--- config.mk ---
export PLATFORM = sky130hd
export DESIGN_NAME = op_sequencer_flat
export DESIGN_NICKNAME = d
export VERILOG_FILES = /design/src/rtl/op_sequencer_if.sv /design/src/rtl/op_sequencer.sv /design/src/flat_wrapper.sv
export SDC_FILE = /design/constraint.sdc
export NUM_CORES = 1
export LEC_CHECK = 0
export CAP_MARGIN = 0
export CORE_MARGIN = 8
export CORE_UTILIZATION = 43
export DETAILED_ROUTE_END_ITERATION = 8
export GPL_TIMING_DRIVEN = 0
export PLACE_DENSITY = 0.8
export SLEW_MARGIN = 25
export SYNTH_ARGS = -nofsm -noshare
export SYNTH_HDL_FRONTEND = slang
export SYNTH_SLANG_ARGS = --single-unit
--- constraint.sdc ---
create_clock -name clk -period 2.23 [get_ports clk]
set_input_delay 0.446 -clock clk [delete_from_list [all_inputs] [get_ports clk]]
set_output_delay 0.446 -clock clk [all_outputs]
set_load 0.01 [all_outputs]
--- src/rtl/op_sequencer_if.sv ---
// -----------------------------------------------------------------------------
// op_sequencer_if
// Command channel into the op_sequencer: one command per valid/ready handshake.
//   cmd_valid     master -> slave  command present
//   cmd_ready     slave  -> master sequencer can accept a command
//   cmd_op        master -> slave  00 MWRITE, 01 LOAD, 10 STORE, 11 ALU
//   cmd_a/b/d     master -> slave  source A, source B, destination selects
//   cmd_alu_ctrl  master -> slave  ALU function code (ALU only)
//   cmd_data      master -> slave  write word (MWRITE only)
// -----------------------------------------------------------------------------
interface op_sequencer_if #(
   parameter int ADDR_W = 8,
   parameter int DATA_W = 32
);
   logic              cmd_valid;
   logic              cmd_ready;
   logic [1:0]        cmd_op;
   logic [ADDR_W-1:0] cmd_a;
   logic [ADDR_W-1:0] cmd_b;
   logic [ADDR_W-1:0] cmd_d;
   logic [3:0]        cmd_alu_ctrl;
   logic [DATA_W-1:0] cmd_data;

   modport master (
      output cmd_valid, cmd_op, cmd_a, cmd_b, cmd_d, cmd_alu_ctrl, cmd_data,
      input  cmd_ready
   );

   modport slave (
      input  cmd_valid, cmd_op, cmd_a, cmd_b, cmd_d, cmd_alu_ctrl, cmd_data,
      output cmd_ready
   );
endinterface

--- src/rtl/op_sequencer.sv ---
// -----------------------------------------------------------------------------
// op_sequencer
// Accepts one command at a time and expands it into per-cycle strobes for the
// datapath (memory external/register ports, register file, ALU). Latches the
// ALU zero flag on ALU commands and counts completed commands.
// Ports:
//   clk, rst            clock, synchronous active-high reset
//   cmd_if (slave)      command handshake and fields
//   alu_zero            zero output from the ALU, sampled at the end of ALU P2
//   data_in, read_address, write_address, wenable, renable
//                       memory external port
//   read_address_reg, write_address_reg, wenable_reg, renable_reg
//                       memory register-side port
//   reg1, reg2, address_mem, address_alu, address_to_mem,
//   wenable_mem, renable_mem, wenable_alu, renable_alu
//                       register-file selects and strobes
//   alu_ctrl            ALU function
//   busy, done          command in progress / one-cycle completion pulse
//   zero_flag, ops_done latched ALU zero / completed-command count (wraps)
// -----------------------------------------------------------------------------
module op_sequencer #(
   parameter int ADDR_W = 8,
   parameter int DATA_W = 32,
   parameter int CNT_W  = 16
) (
   input  logic              clk,
   input  logic              rst,
   op_sequencer_if.slave     cmd_if,
   input  logic              alu_zero,
   output logic [DATA_W-1:0] data_in,
   output logic [ADDR_W-1:0] read_address,
   output logic [ADDR_W-1:0] write_address,
   output logic              wenable,
   output logic              renable,
   output logic [ADDR_W-1:0] read_address_reg,
   output logic [ADDR_W-1:0] write_address_reg,
   output logic              wenable_reg,
   output logic              renable_reg,
   output logic [ADDR_W-1:0] reg1,
   output logic [ADDR_W-1:0] reg2,
   output logic [ADDR_W-1:0] address_mem,
   output logic [ADDR_W-1:0] address_alu,
   output logic [ADDR_W-1:0] address_to_mem,
   output logic              wenable_mem,
   output logic              renable_mem,
   output logic              wenable_alu,
   output logic              renable_alu,
   output logic [3:0]        alu_ctrl,
   output logic              busy,
   output logic              done,
   output logic              zero_flag,
   output logic [CNT_W-1:0]  ops_done
);

   typedef enum logic [1:0] {S_IDLE, S_P1, S_P2} state_t;
   typedef enum logic [1:0] {OP_MWRITE = 2'b00, OP_LOAD = 2'b01,
                             OP_STORE  = 2'b10, OP_ALU  = 2'b11} op_t;

   // Every output is a register; the whole set lives in one struct so the
   // output logic can start from "hold everything" and override per phase.
   typedef struct packed {
      logic [DATA_W-1:0] data_in;
      logic [ADDR_W-1:0] read_address;
      logic [ADDR_W-1:0] write_address;
      logic [ADDR_W-1:0] read_address_reg;
      logic [ADDR_W-1:0] write_address_reg;
      logic [ADDR_W-1:0] reg1;
      logic [ADDR_W-1:0] reg2;
      logic [ADDR_W-1:0] address_mem;
      logic [ADDR_W-1:0] address_alu;
      logic [ADDR_W-1:0] address_to_mem;
      logic              wenable;
      logic              renable;
      logic              wenable_reg;
      logic              renable_reg;
      logic              wenable_mem;
      logic              renable_mem;
      logic              wenable_alu;
      logic              renable_alu;
      logic [3:0]        alu_ctrl;
      logic              cmd_ready;
      logic              busy;
      logic              done;
      logic              zero_flag;
      logic [CNT_W-1:0]  ops_done;
   } out_t;

   state_t            r_state;
   state_t            w_next_state;
   op_t               r_op;
   logic [ADDR_W-1:0] r_d;
   out_t              r_out;
   out_t              w_out;
   logic              w_accept;

   // cmd_ready is registered and only high in IDLE, so a held cmd_valid can
   // only be taken once per IDLE cycle.
   assign w_accept = cmd_if.cmd_valid && r_out.cmd_ready;

   // State register
   always_ff @(posedge clk) begin
      // NOTE: sequential state uses non-blocking assignments so every register
      // samples the pre-edge values, independent of process ordering.
      if (rst) r_state <= S_IDLE;
      else     r_state <= w_next_state;
   end

   // Next-state logic
   always_comb begin
      // NOTE: default assignment first so no path leaves the signal unassigned
      // (an unassigned path would infer a latch).
      w_next_state = r_state;
      case (r_state)
         S_IDLE:  if (w_accept) w_next_state = S_P1;
         S_P1:    w_next_state = (r_op == OP_MWRITE) ? S_IDLE : S_P2;
         S_P2:    w_next_state = S_IDLE;
         default: w_next_state = S_IDLE;
      endcase
   end

   // Output logic: computes the value every output register takes at the next
   // edge. P1 values come straight from the command fields at accept time, so
   // a, b, alu_ctrl and data are effectively captured in the output registers
   // themselves; only op and d need a separate copy for the P2 phase.
   always_comb begin
      w_out             = r_out;
      w_out.wenable     = 1'b0;
      w_out.renable     = 1'b0;
      w_out.wenable_reg = 1'b0;
      w_out.renable_reg = 1'b0;
      w_out.wenable_mem = 1'b0;
      w_out.renable_mem = 1'b0;
      w_out.wenable_alu = 1'b0;
      w_out.renable_alu = 1'b0;
      w_out.done        = 1'b0;
      w_out.cmd_ready   = (w_next_state == S_IDLE);
      w_out.busy        = (w_next_state != S_IDLE);

      case (r_state)
         S_IDLE: begin
            if (w_accept) begin
               case (op_t'(cmd_if.cmd_op))
                  OP_MWRITE: begin
                     w_out.wenable       = 1'b1;
                     w_out.write_address = cmd_if.cmd_d;
                     w_out.data_in       = cmd_if.cmd_data;
                  end
                  OP_LOAD: begin
                     w_out.renable_reg      = 1'b1;
                     w_out.read_address_reg = cmd_if.cmd_a;
                  end
                  OP_STORE: begin
                     w_out.renable_mem    = 1'b1;
                     w_out.address_to_mem = cmd_if.cmd_a;
                  end
                  OP_ALU: begin
                     w_out.renable_alu = 1'b1;
                     w_out.reg1        = cmd_if.cmd_a;
                     w_out.reg2        = cmd_if.cmd_b;
                     w_out.alu_ctrl    = cmd_if.cmd_alu_ctrl;
                  end
               endcase
            end
         end
         S_P1: begin
            case (r_op)
               OP_LOAD: begin
                  w_out.wenable_mem = 1'b1;
                  w_out.address_mem = r_d;
               end
               OP_STORE: begin
                  w_out.wenable_reg       = 1'b1;
                  w_out.write_address_reg = r_d;
               end
               OP_ALU: begin
                  // reg1/reg2/alu_ctrl keep their P1 values through the hold
                  w_out.wenable_alu = 1'b1;
                  w_out.address_alu = r_d;
               end
               default: ; // MWRITE has no second phase
            endcase
         end
         S_P2: begin
            if (r_op == OP_ALU) w_out.zero_flag = alu_zero;
         end
         default: ;
      endcase

      // Completion lands in the IDLE cycle that follows the last phase.
      if (r_state != S_IDLE && w_next_state == S_IDLE) begin
         w_out.done     = 1'b1;
         w_out.ops_done = r_out.ops_done + CNT_W'(1);
      end
   end

   // Output and command-capture registers
   always_ff @(posedge clk) begin
      // NOTE: synchronous reset clears every output register, including the
      // held addresses and data, so the datapath sees a clean zero state.
      if (rst) begin
         r_out <= '0;
         r_op  <= OP_MWRITE;
         r_d   <= '0;
      end else begin
         r_out <= w_out;
         if (w_accept) begin
            r_op <= op_t'(cmd_if.cmd_op);
            r_d  <= cmd_if.cmd_d;
         end
      end
   end

   assign cmd_if.cmd_ready  = r_out.cmd_ready;
   assign data_in           = r_out.data_in;
   assign read_address      = r_out.read_address;
   assign write_address     = r_out.write_address;
   assign wenable           = r_out.wenable;
   assign renable           = r_out.renable;
   assign read_address_reg  = r_out.read_address_reg;
   assign write_address_reg = r_out.write_address_reg;
   assign wenable_reg       = r_out.wenable_reg;
   assign renable_reg       = r_out.renable_reg;
   assign reg1              = r_out.reg1;
   assign reg2              = r_out.reg2;
   assign address_mem       = r_out.address_mem;
   assign address_alu       = r_out.address_alu;
   assign address_to_mem    = r_out.address_to_mem;
   assign wenable_mem       = r_out.wenable_mem;
   assign renable_mem       = r_out.renable_mem;
   assign wenable_alu       = r_out.wenable_alu;
   assign renable_alu       = r_out.renable_alu;
   assign alu_ctrl          = r_out.alu_ctrl;
   assign busy              = r_out.busy;
   assign done              = r_out.done;
   assign zero_flag         = r_out.zero_flag;
   assign ops_done          = r_out.ops_done;

endmodule

--- src/flat_wrapper.sv ---
// flat-port wrapper written by rule: the top's interface ports become plain ports
module op_sequencer_flat 
#(
   parameter int ADDR_W = 8,
   parameter int DATA_W = 32,
   parameter int CNT_W  = 16
)
  (clk, rst, alu_zero, data_in, read_address, write_address, wenable, renable, read_address_reg, write_address_reg, wenable_reg, renable_reg, reg1, reg2, address_mem, address_alu, address_to_mem, wenable_mem, renable_mem, wenable_alu, renable_alu, alu_ctrl, busy, done, zero_flag, ops_done, cmd_if_cmd_valid, cmd_if_cmd_op, cmd_if_cmd_a, cmd_if_cmd_b, cmd_if_cmd_d, cmd_if_cmd_alu_ctrl, cmd_if_cmd_data, cmd_if_cmd_ready);
  op_sequencer_if #(.ADDR_W(ADDR_W), .DATA_W(DATA_W)) cmd_if_i ();
  input  logic clk;
  input  logic rst;
  input  logic alu_zero;
  output logic [DATA_W-1:0] data_in;
  output logic [ADDR_W-1:0] read_address;
  output logic [ADDR_W-1:0] write_address;
  output logic wenable;
  output logic renable;
  output logic [ADDR_W-1:0] read_address_reg;
  output logic [ADDR_W-1:0] write_address_reg;
  output logic wenable_reg;
  output logic renable_reg;
  output logic [ADDR_W-1:0] reg1;
  output logic [ADDR_W-1:0] reg2;
  output logic [ADDR_W-1:0] address_mem;
  output logic [ADDR_W-1:0] address_alu;
  output logic [ADDR_W-1:0] address_to_mem;
  output logic wenable_mem;
  output logic renable_mem;
  output logic wenable_alu;
  output logic renable_alu;
  output logic [3:0] alu_ctrl;
  output logic busy;
  output logic done;
  output logic zero_flag;
  output logic [CNT_W-1:0] ops_done;
  input wire logic [$bits(cmd_if_i.cmd_valid)-1:0] cmd_if_cmd_valid;
  input wire logic [$bits(cmd_if_i.cmd_op)-1:0] cmd_if_cmd_op;
  input wire logic [$bits(cmd_if_i.cmd_a)-1:0] cmd_if_cmd_a;
  input wire logic [$bits(cmd_if_i.cmd_b)-1:0] cmd_if_cmd_b;
  input wire logic [$bits(cmd_if_i.cmd_d)-1:0] cmd_if_cmd_d;
  input wire logic [$bits(cmd_if_i.cmd_alu_ctrl)-1:0] cmd_if_cmd_alu_ctrl;
  input wire logic [$bits(cmd_if_i.cmd_data)-1:0] cmd_if_cmd_data;
  output wire logic [$bits(cmd_if_i.cmd_ready)-1:0] cmd_if_cmd_ready;
  assign cmd_if_i.cmd_valid = cmd_if_cmd_valid;
  assign cmd_if_i.cmd_op = cmd_if_cmd_op;
  assign cmd_if_i.cmd_a = cmd_if_cmd_a;
  assign cmd_if_i.cmd_b = cmd_if_cmd_b;
  assign cmd_if_i.cmd_d = cmd_if_cmd_d;
  assign cmd_if_i.cmd_alu_ctrl = cmd_if_cmd_alu_ctrl;
  assign cmd_if_i.cmd_data = cmd_if_cmd_data;
  assign cmd_if_cmd_ready = cmd_if_i.cmd_ready;
  op_sequencer #(.ADDR_W(ADDR_W), .DATA_W(DATA_W), .CNT_W(CNT_W)) u_core (.clk(clk), .rst(rst), .cmd_if(cmd_if_i), .alu_zero(alu_zero), .data_in(data_in), .read_address(read_address), .write_address(write_address), .wenable(wenable), .renable(renable), .read_address_reg(read_address_reg), .write_address_reg(write_address_reg), .wenable_reg(wenable_reg), .renable_reg(renable_reg), .reg1(reg1), .reg2(reg2), .address_mem(address_mem), .address_alu(address_alu), .address_to_mem(address_to_mem), .wenable_mem(wenable_mem), .renable_mem(renable_mem), .wenable_alu(wenable_alu), .renable_alu(renable_alu), .alu_ctrl(alu_ctrl), .busy(busy), .done(done), .zero_flag(zero_flag), .ops_done(ops_done));
endmodule
**Word-level counts from Yosys, hierarchy flattened**

Index checks and enable logic that the tools add are counted.

- Flip-flop bits (word level): 139
- Input port bits: 66
- Output and inout port bits: 136
- Logic and storage cells: 66

- Add/sub/neg operators: 1
- Eq/ne operators: 8
- Muxes and demuxes: 11
- Bitwise operators: 3
- Reduce and logical (&&, ||, !) cells: 18

Operators by type and width:

| kind | count |
|---|---|
| 16-bit by 1-bit adder with 16-bit output, second input constant | 1 |
| 3-bit AND reduction | 4 |
| 2-bit == test, second input constant | 5 |
| 2-bit zero test | 4 |
| 2-bit AND reduction | 4 |
| 1-bit two-way mux | 7 |
| 2-bit by 1-bit == test with 1-bit output, second input constant | 3 |
| 5-bit two-way mux | 1 |
| 2-bit two-way mux | 2 |
| 2-bit one-hot mux with 2 select lines | 1 |
| 2-bit nonzero test | 2 |
| 1-bit inverter | 3 |
| 3-bit OR reduction | 1 |
| 1-bit logical AND | 2 |
| 2-bit OR reduction | 1 |

**Depth between registers and ports, before layout**

Gate-level depths: netlist of the first run.

- Depth in word-level cells: 6
- Mapped depth: 6
- Depth with buffers taken out: 4

**Worst setup path before layout of the first run**

Ideal clock, no wire load.

- Path kind: flip-flop to flip-flop
- Start: reg u_core.r_out (netlist bit u_core.ops_done[3])
- End: reg u_core.r_out (netlist bit u_core.ops_done[14])
- Library setup time: 0.070 ns
- Arrival time: 1.751 ns
- Required time: 2.160 ns
- Slack: 0.409 ns
- Cell stages (with the launch flop): 5
- Path buffers: 0
- Period minus slack after synthesis: 1.821 ns
- Cells stage by stage: dfxtp_1 -> nand4_2 -> or4_4 -> or4_1 -> a21oi_1

- Cells in the longest elaborated chain, start to end: 1

Ends and longest elaborated chain:

| what | RTL line | text |
|---|---|---|
| start, declared | op_sequencer.sv:92 | `out_t r_out;` |
| start signal, assigned | op_sequencer.sv:205 | `r_out <= w_out;` |
| 16-bit by 1-bit adder with 16-bit output | op_sequencer.sv:192 | `w_out.ops_done = r_out.ops_done + CNT_W'(1);` |

Every way passes these cells.
A chain may end at the register's enable or synchronous reset.

**Worst setup path in the final report of the first run**

- Start: in cmd_if_cmd_valid
- End: reg u_core.r_out (netlist bit u_core.write_address[2])

- Cells in the longest elaborated chain, start to end: 2

Ends and longest elaborated chain:

| what | RTL line | text |
|---|---|---|
| start, declared | flat_wrapper.sv:36 | `input wire logic [$bits(cmd_if_i.cmd_valid)-1:0] cmd_if_cmd_valid;` |
| 1-bit logical AND | op_sequencer.sv:98 | `assign w_accept = cmd_if.cmd_valid && r_out.cmd_ready;` |
| 3-bit AND reduction (no line) | - |  |

Every way passes these cells.

==> reports/results.ini, run 1 <==
[status]
outcome=completed

[synth]
synth.area.top_cells=sky130_fd_sc_hd__dfxtp_1, sky130_fd_sc_hd__nand2_1, sky130_fd_sc_hd__a21oi_1, sky130_fd_sc_hd__mux2i_1, sky130_fd_sc_hd__clkbuf_1
ys_seq_elements=139
synth.yosys.seq_area_share_pct=55.5
synthDominantCellAreaShare_pct=55.5
distinct_cell_type_count_after_synthesis=38
synth_cells=600
synthesis.yosys.warnings=0
syn-mean-instance-area_sq_um=8.35
yosys.area.top_type=sky130_fd_sc_hd__dfxtp_1
post_synth_design_cell_area_sq_um=5010

[placement]
port_buffers=192
routabilityCongestion=0.840
dp_worst_setup_slack_ns=-0.495
place_hpwl_mm=12.0

[global_route]
antenna_found_initial=0
vias_in_the_first_global_route=4874
grt_first_pass_wirelength_mm=24.5
grt_start_max_net_pins=17
global_route.overflow_total=0
gr-usage-all-layers_pct=20.4

[final_layout]
design.final.nets=886
fill_cells=940
syn_to_final_growth_pct=55.3
post_route_cells_drive_above_1_share_pct=6.01
n_antenna_cell=0
largest_register_ffs=32

[drt]
initial_drt_pass_iterations=5
routed_wirelength_mm=15.8
dr.first_iter.drc_count=216
route.antenna.remaining_nets=0
drc=0
average_wire_per_cell_in_the_routed_design_um=16.2
num_vias=4866
vias_per_cell=4.99

[power]
power.total_w=0.00596
ir_drop_mv=0.425
power.static_leakage_nw=2.81
power.density_cell_area_nw_per_um2=766

[floorplanning]
fp.dieW_um=124
die_area_sq_um=15400
placement_rows=39
core_region_area_sq_um=11400
design.portCount=202
start_util_pct=43.9
die_height_um=124

[critical_path]
critical_path_required_ns=2.51
cp-start-kind=input port
crit_path_max_incr_delay_ns=0.50
regToRegEndpoint=u_core.ops_done[12]$_SDFFE_PP0P_
crit_family=buffers and inverters
crit_path_frequent_cell=sky130_fd_sc_hd__clkbuf_1
worst_path_cell_trace=clkdlybuf4s50_1 > and4bb_2 > or3b_2 > clkbuf_1 > clkbuf_1 > nand2_1 > a21oi_1
arrival_ns=2.40
timing.critical_path.fanout_max=10
worst_path_max_delay_cell=sky130_fd_sc_hd__clkdlybuf4s50_1
worst_r2r_path_depth=5
path_class=input port to register
worst-r2r-setup-slack_ns=0.18
worstReg2RegStart=u_core.r_op[1]$_SDFFE_PP0N_
worstSetupStartpoint=cmd_if_cmd_valid
endpoint_kind=register
worstSetupPathDepth=7
worst_setup_path_endpoint=u_core.write_address[2]$_SDFFE_PP0P_
cp_num_buf_inv=3

[clock_tree]
worstSkewPairLatency_ns=0.41
cts_root_buffer=sky130_fd_sc_hd__clkbuf_16
tritoncts=built
tritoncts_num_sinks=139
cts_made_buffers=17
h-tree-depth=4
cts.clk_slew.worst_paths_ns=0.06
post_cts.repair.setup_buffers=0
cts_max_path_buffers=2
post_cts_hold_buffer_count=0

[timing]
worst_slack_ns=0.106
final-hold-violation-count=0
final_max_slew_viol_count=0
unrepaired_setup_endpoints_after_global_routing=false
fin_crit_sh_pct=95.2
achievable-frequency_mhz=471
worst_slew_margin_rel_pct=40.4
final.min_clock_period_ns=2.12
finalSetupViolCount=0
max_slew.worst_pin.slew_ns=0.892
tns_ns=0
final.setup_skew_ns=0.0110

[run]
max-cap-violations=0

[hold_path]
worstHoldPathCells=2
hold_path_class=register to register

==> worst reg2reg max path: cells and delay by family (launching register included) <==
family | cells | cell delay (ns)
AO/OA/AOI/OAI | 2 | 0.44
buffers and inverters | 1 | 0.19
flip-flops | 1 | 0.29
AND/OR/NAND/NOR | 2 | 1.06
==> Yosys cell counts <==
library cell,number
sky130_fd_sc_hd__nand3_1,5
sky130_fd_sc_hd__clkbuf_1,34
sky130_fd_sc_hd__ha_1,1
sky130_fd_sc_hd__buf_1,2
sky130_fd_sc_hd__nand2_1,195
sky130_fd_sc_hd__mux2i_1,17
sky130_fd_sc_hd__a21oi_1,105
sky130_fd_sc_hd__dfxtp_1,139
sky130_fd_sc_hd__and2_1,2
sky130_fd_sc_hd__conb_1,1
sky130_fd_sc_hd__nor3b_1,3
sky130_fd_sc_hd__o21ai_0,6
sky130_fd_sc_hd__or3b_2,1
sky130_fd_sc_hd__nand2b_1,2
sky130_fd_sc_hd__nand3b_1,4
sky130_fd_sc_hd__and4bb_2,1
sky130_fd_sc_hd__xor2_1,6
sky130_fd_sc_hd__buf_4,9
sky130_fd_sc_hd__nand4_1,1
sky130_fd_sc_hd__o211ai_1,3
sky130_fd_sc_hd__or4_1,4
sky130_fd_sc_hd__nor3b_2,1
sky130_fd_sc_hd__o31ai_1,4
sky130_fd_sc_hd__or4_4,1
sky130_fd_sc_hd__or3_2,2
sky130_fd_sc_hd__or3_1,4
sky130_fd_sc_hd__and4_2,1
sky130_fd_sc_hd__nand4b_1,1
sky130_fd_sc_hd__nor2b_1,2
sky130_fd_sc_hd__nand4_2,1
sky130_fd_sc_hd__and3_2,1
sky130_fd_sc_hd__inv_1,1
sky130_fd_sc_hd__and3_1,2
sky130_fd_sc_hd__nor2_1,33
sky130_fd_sc_hd__o2111ai_1,1
sky130_fd_sc_hd__o21ai_1,2
sky130_fd_sc_hd__nor3_1,1
sky130_fd_sc_hd__or2_2,1
==> cells in the final DEF (no fill, tap or decap), types with 2 or more instances in the layout <==
| cell | n |
|---|---|
| sky130_fd_sc_hd__nand3_1 | 5 |
| sky130_fd_sc_hd__clkbuf_16 | 17 |
| sky130_fd_sc_hd__nand2_1 | 195 |
| sky130_fd_sc_hd__clkinvlp_4 | 2 |
| sky130_fd_sc_hd__buf_4 | 9 |
| sky130_fd_sc_hd__buf_1 | 2 |
| sky130_fd_sc_hd__o31ai_1 | 4 |
| sky130_fd_sc_hd__a21oi_1 | 105 |
| sky130_fd_sc_hd__or4_1 | 4 |
| sky130_fd_sc_hd__and2_1 | 2 |
| sky130_fd_sc_hd__clkinv_2 | 2 |
| sky130_fd_sc_hd__o211ai_1 | 3 |
| sky130_fd_sc_hd__conb_1 | 9 |
| sky130_fd_sc_hd__nor3b_2 | 2 |
| sky130_fd_sc_hd__mux2i_1 | 17 |
| sky130_fd_sc_hd__clkbuf_8 | 3 |
| sky130_fd_sc_hd__xor2_1 | 6 |
| sky130_fd_sc_hd__nor2b_1 | 2 |
| sky130_fd_sc_hd__nor3b_1 | 2 |
| sky130_fd_sc_hd__o21ai_0 | 6 |
| sky130_fd_sc_hd__or3_2 | 2 |
| sky130_fd_sc_hd__dfxtp_1 | 139 |
| sky130_fd_sc_hd__o21ai_1 | 2 |
| sky130_fd_sc_hd__clkbuf_1 | 36 |
| sky130_fd_sc_hd__nor2_1 | 33 |
| sky130_fd_sc_hd__nand3b_1 | 4 |
| sky130_fd_sc_hd__or3_1 | 4 |
| sky130_fd_sc_hd__and3_1 | 2 |
| sky130_fd_sc_hd__nand2b_1 | 2 |
| sky130_fd_sc_hd__bufinv_16 | 4 |
| sky130_fd_sc_hd__clkdlybuf4s50_1 | 192 |
==> layer usage <==
metal  vias up  wire length, um  track usage [%]
li1       2405                -                -
met4         0              366             8.77
met5         -                0                0
met3        24             1950             9.47
met2       194             7270             33.3
met1      2243             6180             22.5
==> timing repair <==
item / 4_1_cts / 5_1_grt
endpoints found under the hold margin: 0 / 0
gates resized for setup: 1 / 0
setup endpoints to repair: 1 / 0
==> kinds of logic after synthesis <==
family / after synthesis / share of synthesized area (%)
other: 1 / 0.0749
DFF: 139 / 55.5
AOI/OAI and AO/OA: 121 / 12.5
muxes: 17 / 3.40
adders and majority gates: 1 / 0.250
buffers and inverters: 46 / 4.12
and+or+nand+nor: 269 / 23.1
xor gates and xnor gates: 6 / 1.05
==> layout make-up <==
type                            count  area [sq um]  share of cell area [%]
Timing Repair Buffer              192          1920                    24.7
Inverter                            1          3.75                  0.0482
Multi-Input combinational cell    423          2060                    26.4
Buffer                             45           203                    2.60
Clock buffer                       22           474                    6.09
Tap cell                          143           179                    2.30
Clock inverter                     10           163                    2.09
Sequential cell                   139          2780                    35.8
==> power by group <==
| part | leakage, nW | total (W) | internal [W] | switching [W] |
|---|---|---|---|---|
| logic | 1.38 | 0.000392 | 0.000208 | 0.000184 |
| registers | 1.12 | 0.00255 | 0.00253 | 0.0000281 |
| clock network | 0.307 | 0.00301 | 0.00196 | 0.00105 |
==> through the flow <==
step | utilization (%) | hold slack, ns | cells | cell area [sq um]
after floorplan | - | 0.459 | 608 | 5040
after global placement | 62.5 | 0.441 | 943 | 7140
after detailed placement | 62.5 | 0.445 | 943 | 7140
after CTS | 68.2 | 0.453 | 975 | 7780
after global routing | 68.2 | 0.469 | 975 | 7780
final | 68.2 | 0.451 | 975 | 7780
==> how the worst min path moves through the flow <==
stage / start / endpoint
final: u_core.address_mem[7]$_SDFFE_PP0P_ / u_core.address_mem[7]$_SDFFE_PP0P_
after global routing: u_core.reg2[3]$_SDFFE_PP0P_ / u_core.reg2[3]$_SDFFE_PP0P_
after CTS: u_core.address_mem[7]$_SDFFE_PP0P_ / u_core.address_mem[7]$_SDFFE_PP0P_
after detailed placement: u_core.address_mem[7]$_SDFFE_PP0P_ / u_core.address_mem[7]$_SDFFE_PP0P_
after global placement: u_core.write_address[3]$_SDFFE_PP0P_ / u_core.write_address[3]$_SDFFE_PP0P_
after floorplan: u_core.r_d[0]$_SDFFE_PP0N_ / u_core.address_alu[0]$_SDFFE_PP0P_
Power figures use the tool's default switching activity.
==> inputs of run 2 (changes only) <==
- CORE_UTILIZATION: 43 -> 45
- MAX_ROUTING_LAYER: not set -> met4
- PLACE_DENSITY: 0.8 -> 0.83
- clock period: 2.23 -> 2.5 ns (I/O delays scaled with it)
==> run 2 against run 1 <==
  * Register-to-register slack better by 0.25 ns
  * Cell area is 0.59% lower
  * Hold slack better by 0.0011 ns
  * Die area decreased by 3.9%
  * Combinational power shrank 11%
  * Clock-buffer cell count shrank 1
  * Critical path depth shrank 1
  * Worst setup slack gained 0.29 ns
==> reports/results.ini, run 2 (synthesis results as in run 1) <==
[status]
outcome=completed

[clock_tree]
tritoncts=built
h-tree-depth=4
worstSkewPairLatency_ns=0.51
post_cts.repair.setup_buffers=0
cts.clk_slew.worst_paths_ns=0.06
cts_made_buffers=17
post_cts_hold_buffer_count=0
cts_max_path_buffers=2
cts_root_buffer=sky130_fd_sc_hd__clkbuf_8
tritoncts_num_sinks=139
cts-resized-gates=0

[critical_path]
arrival_ns=2.53
path_class=input port to register
cp-start-kind=input port
worstReg2RegStart=u_core.r_op[1]$_SDFFE_PP0N_
worstSetupStartpoint=cmd_if_cmd_valid
critical_path_required_ns=2.93
timing.critical_path.fanout_max=10
endpoint_kind=register

[drt]
average_wire_per_cell_in_the_routed_design_um=16.3
drc=0
initial_drt_pass_iterations=5
routed_wirelength_mm=15.9
dr.first_iter.drc_count=365
num_vias=4893
vias_per_cell=5.04
route.antenna.remaining_nets=0

[placement]
dp_worst_setup_slack_ns=-0.210
port_buffers=192
postPlaceCellArea_sq_um=7140
post-place-cells=940
place_hpwl_mm=11.9
routabilityCongestion=0.828

[timing]
max_slew.worst_pin.slew_ns=1.01
final-hold-violation-count=0
final_max_slew_viol_count=0
worst_slack_ns=0.398
final.setup_skew_ns=0.00773
tns_ns=0
worst_slew_margin_rel_pct=32.3
achievable-frequency_mhz=476
fin_crit_sh_pct=84.1
final.min_clock_period_ns=2.10
unrepaired_setup_endpoints_after_global_routing=false
finalSetupViolCount=0

[power]
power.static_leakage_nw=2.79
ir_drop_mv=0.420
power.density_cell_area_nw_per_um2=663

[floorplanning]
placement_rows=38
core_region_area_sq_um=10800
design.portCount=202
die_area_sq_um=14800
die_height_um=122
fp.dieW_um=122
start_util_pct=46.2

[final_layout]
n_antenna_cell=0
finish.instance_area_sq_um=7740
syn_to_final_growth_pct=54.4
largest_register_ffs=32
instances_no_fill=971
post_route_cells_drive_above_1_share_pct=5.90
design.final.nets=886
most_frequent_cells_in_the_layout=sky130_fd_sc_hd__nand2_1, sky130_fd_sc_hd__clkdlybuf4s50_1, sky130_fd_sc_hd__dfxtp_1, sky130_fd_sc_hd__a21oi_1, sky130_fd_sc_hd__clkbuf_1
fin_util_pct=71.4
mostFrequentLayoutCell=sky130_fd_sc_hd__nand2_1

[run]
max-cap-violations=0

[global_route]
grt_first_pass_wirelength_mm=25.3
global_route.overflow_total=0
vias_in_the_first_global_route=5082
grt_start_max_net_pins=17
gr-usage-all-layers_pct=22.1
antenna_found_initial=0

[hold_path]
hold_path_class=register to register
hp-start=u_core.data_in[3]$_SDFFE_PP0P_

-- run 2: changes by cell type in the layout (fill, tap and decap cells not counted) --
cell and delta:
sky130_fd_sc_hd__nor3b_1 +1, sky130_fd_sc_hd__clkbuf_8 +1, sky130_fd_sc_hd__bufinv_16 -1, sky130_fd_sc_hd__nor3b_2 -1
sky130_fd_sc_hd__clkbuf_16 -1, sky130_fd_sc_hd__clkbuf_1 -1, sky130_fd_sc_hd__clkinvlp_4 +1
-- run 2: layout make-up --
type | instances | area, sq um
clock buffers | 21 | 459
plain buffers | 45 | 203
multi-input cells | 423 | 2050
clock inverters | 10 | 140
inverters | 1 | 3.75
well taps | 140 | 175
fillers | 844 | 3100
repair buffers | 192 | 1920
flip-flops and latches | 139 | 2780
-- run 2: worst max-delay path, stage by stage --
cell,delay (ns)
sky130_fd_sc_hd__clkdlybuf4s50_1,0.49
sky130_fd_sc_hd__and4bb_2,0.32
sky130_fd_sc_hd__nor3b_1,0.52
sky130_fd_sc_hd__clkbuf_1,0.43
sky130_fd_sc_hd__nand2_1,0.11
sky130_fd_sc_hd__a21oi_1,0.15
-- run 2: through the flow --
| step | hold WS [ns] | power, W |
|---|---|---|
| floorplan | 0.459 | 0.00246 |
| CTS | 0.455 | 0.00516 |
| detailed placement | 0.448 | 0.00267 |
| finish | 0.452 | 0.00513 |
| global placement | 0.441 | 0.00266 |
| global route | 0.474 | 0.00531 |
-- run 2: path summary, 6_finish.rpt --
check,end,slack [ns],depth (start not counted)
worst min-delay path,u_core.data_in[3]$_SDFFE_PP0P_,0.45,2
worst min register to register,u_core.data_in[3]$_SDFFE_PP0P_,0.45,2
worst max register to register,u_core.ops_done[12]$_SDFFE_PP0P_,0.43,5
worst max-delay path,u_core.data_in[19]$_SDFFE_PP0P_,0.40,6
-- run 2: per-layer routing --
metal | vias to the layer above | global-route usage, % | part of all wire (%)
met1 | 2266 | 24.2 | 41
li1 | 2403 | - | -
met3 | 13 | 8.56 | 10
met2 | 211 | 36.7 | 48
met5 | - | - | 0
met4 | 0 | 5.86 | 0.86
-- run 2: power breakdown --
| group | internal, W | switching [W] |
|---|---|---|
| clock | 0.00159 | 0.000904 |
| combinational | 0.000185 | 0.000164 |
| sequential | 0.00225 | 0.0000260 |
| total | 0.00403 | 0.00109 |
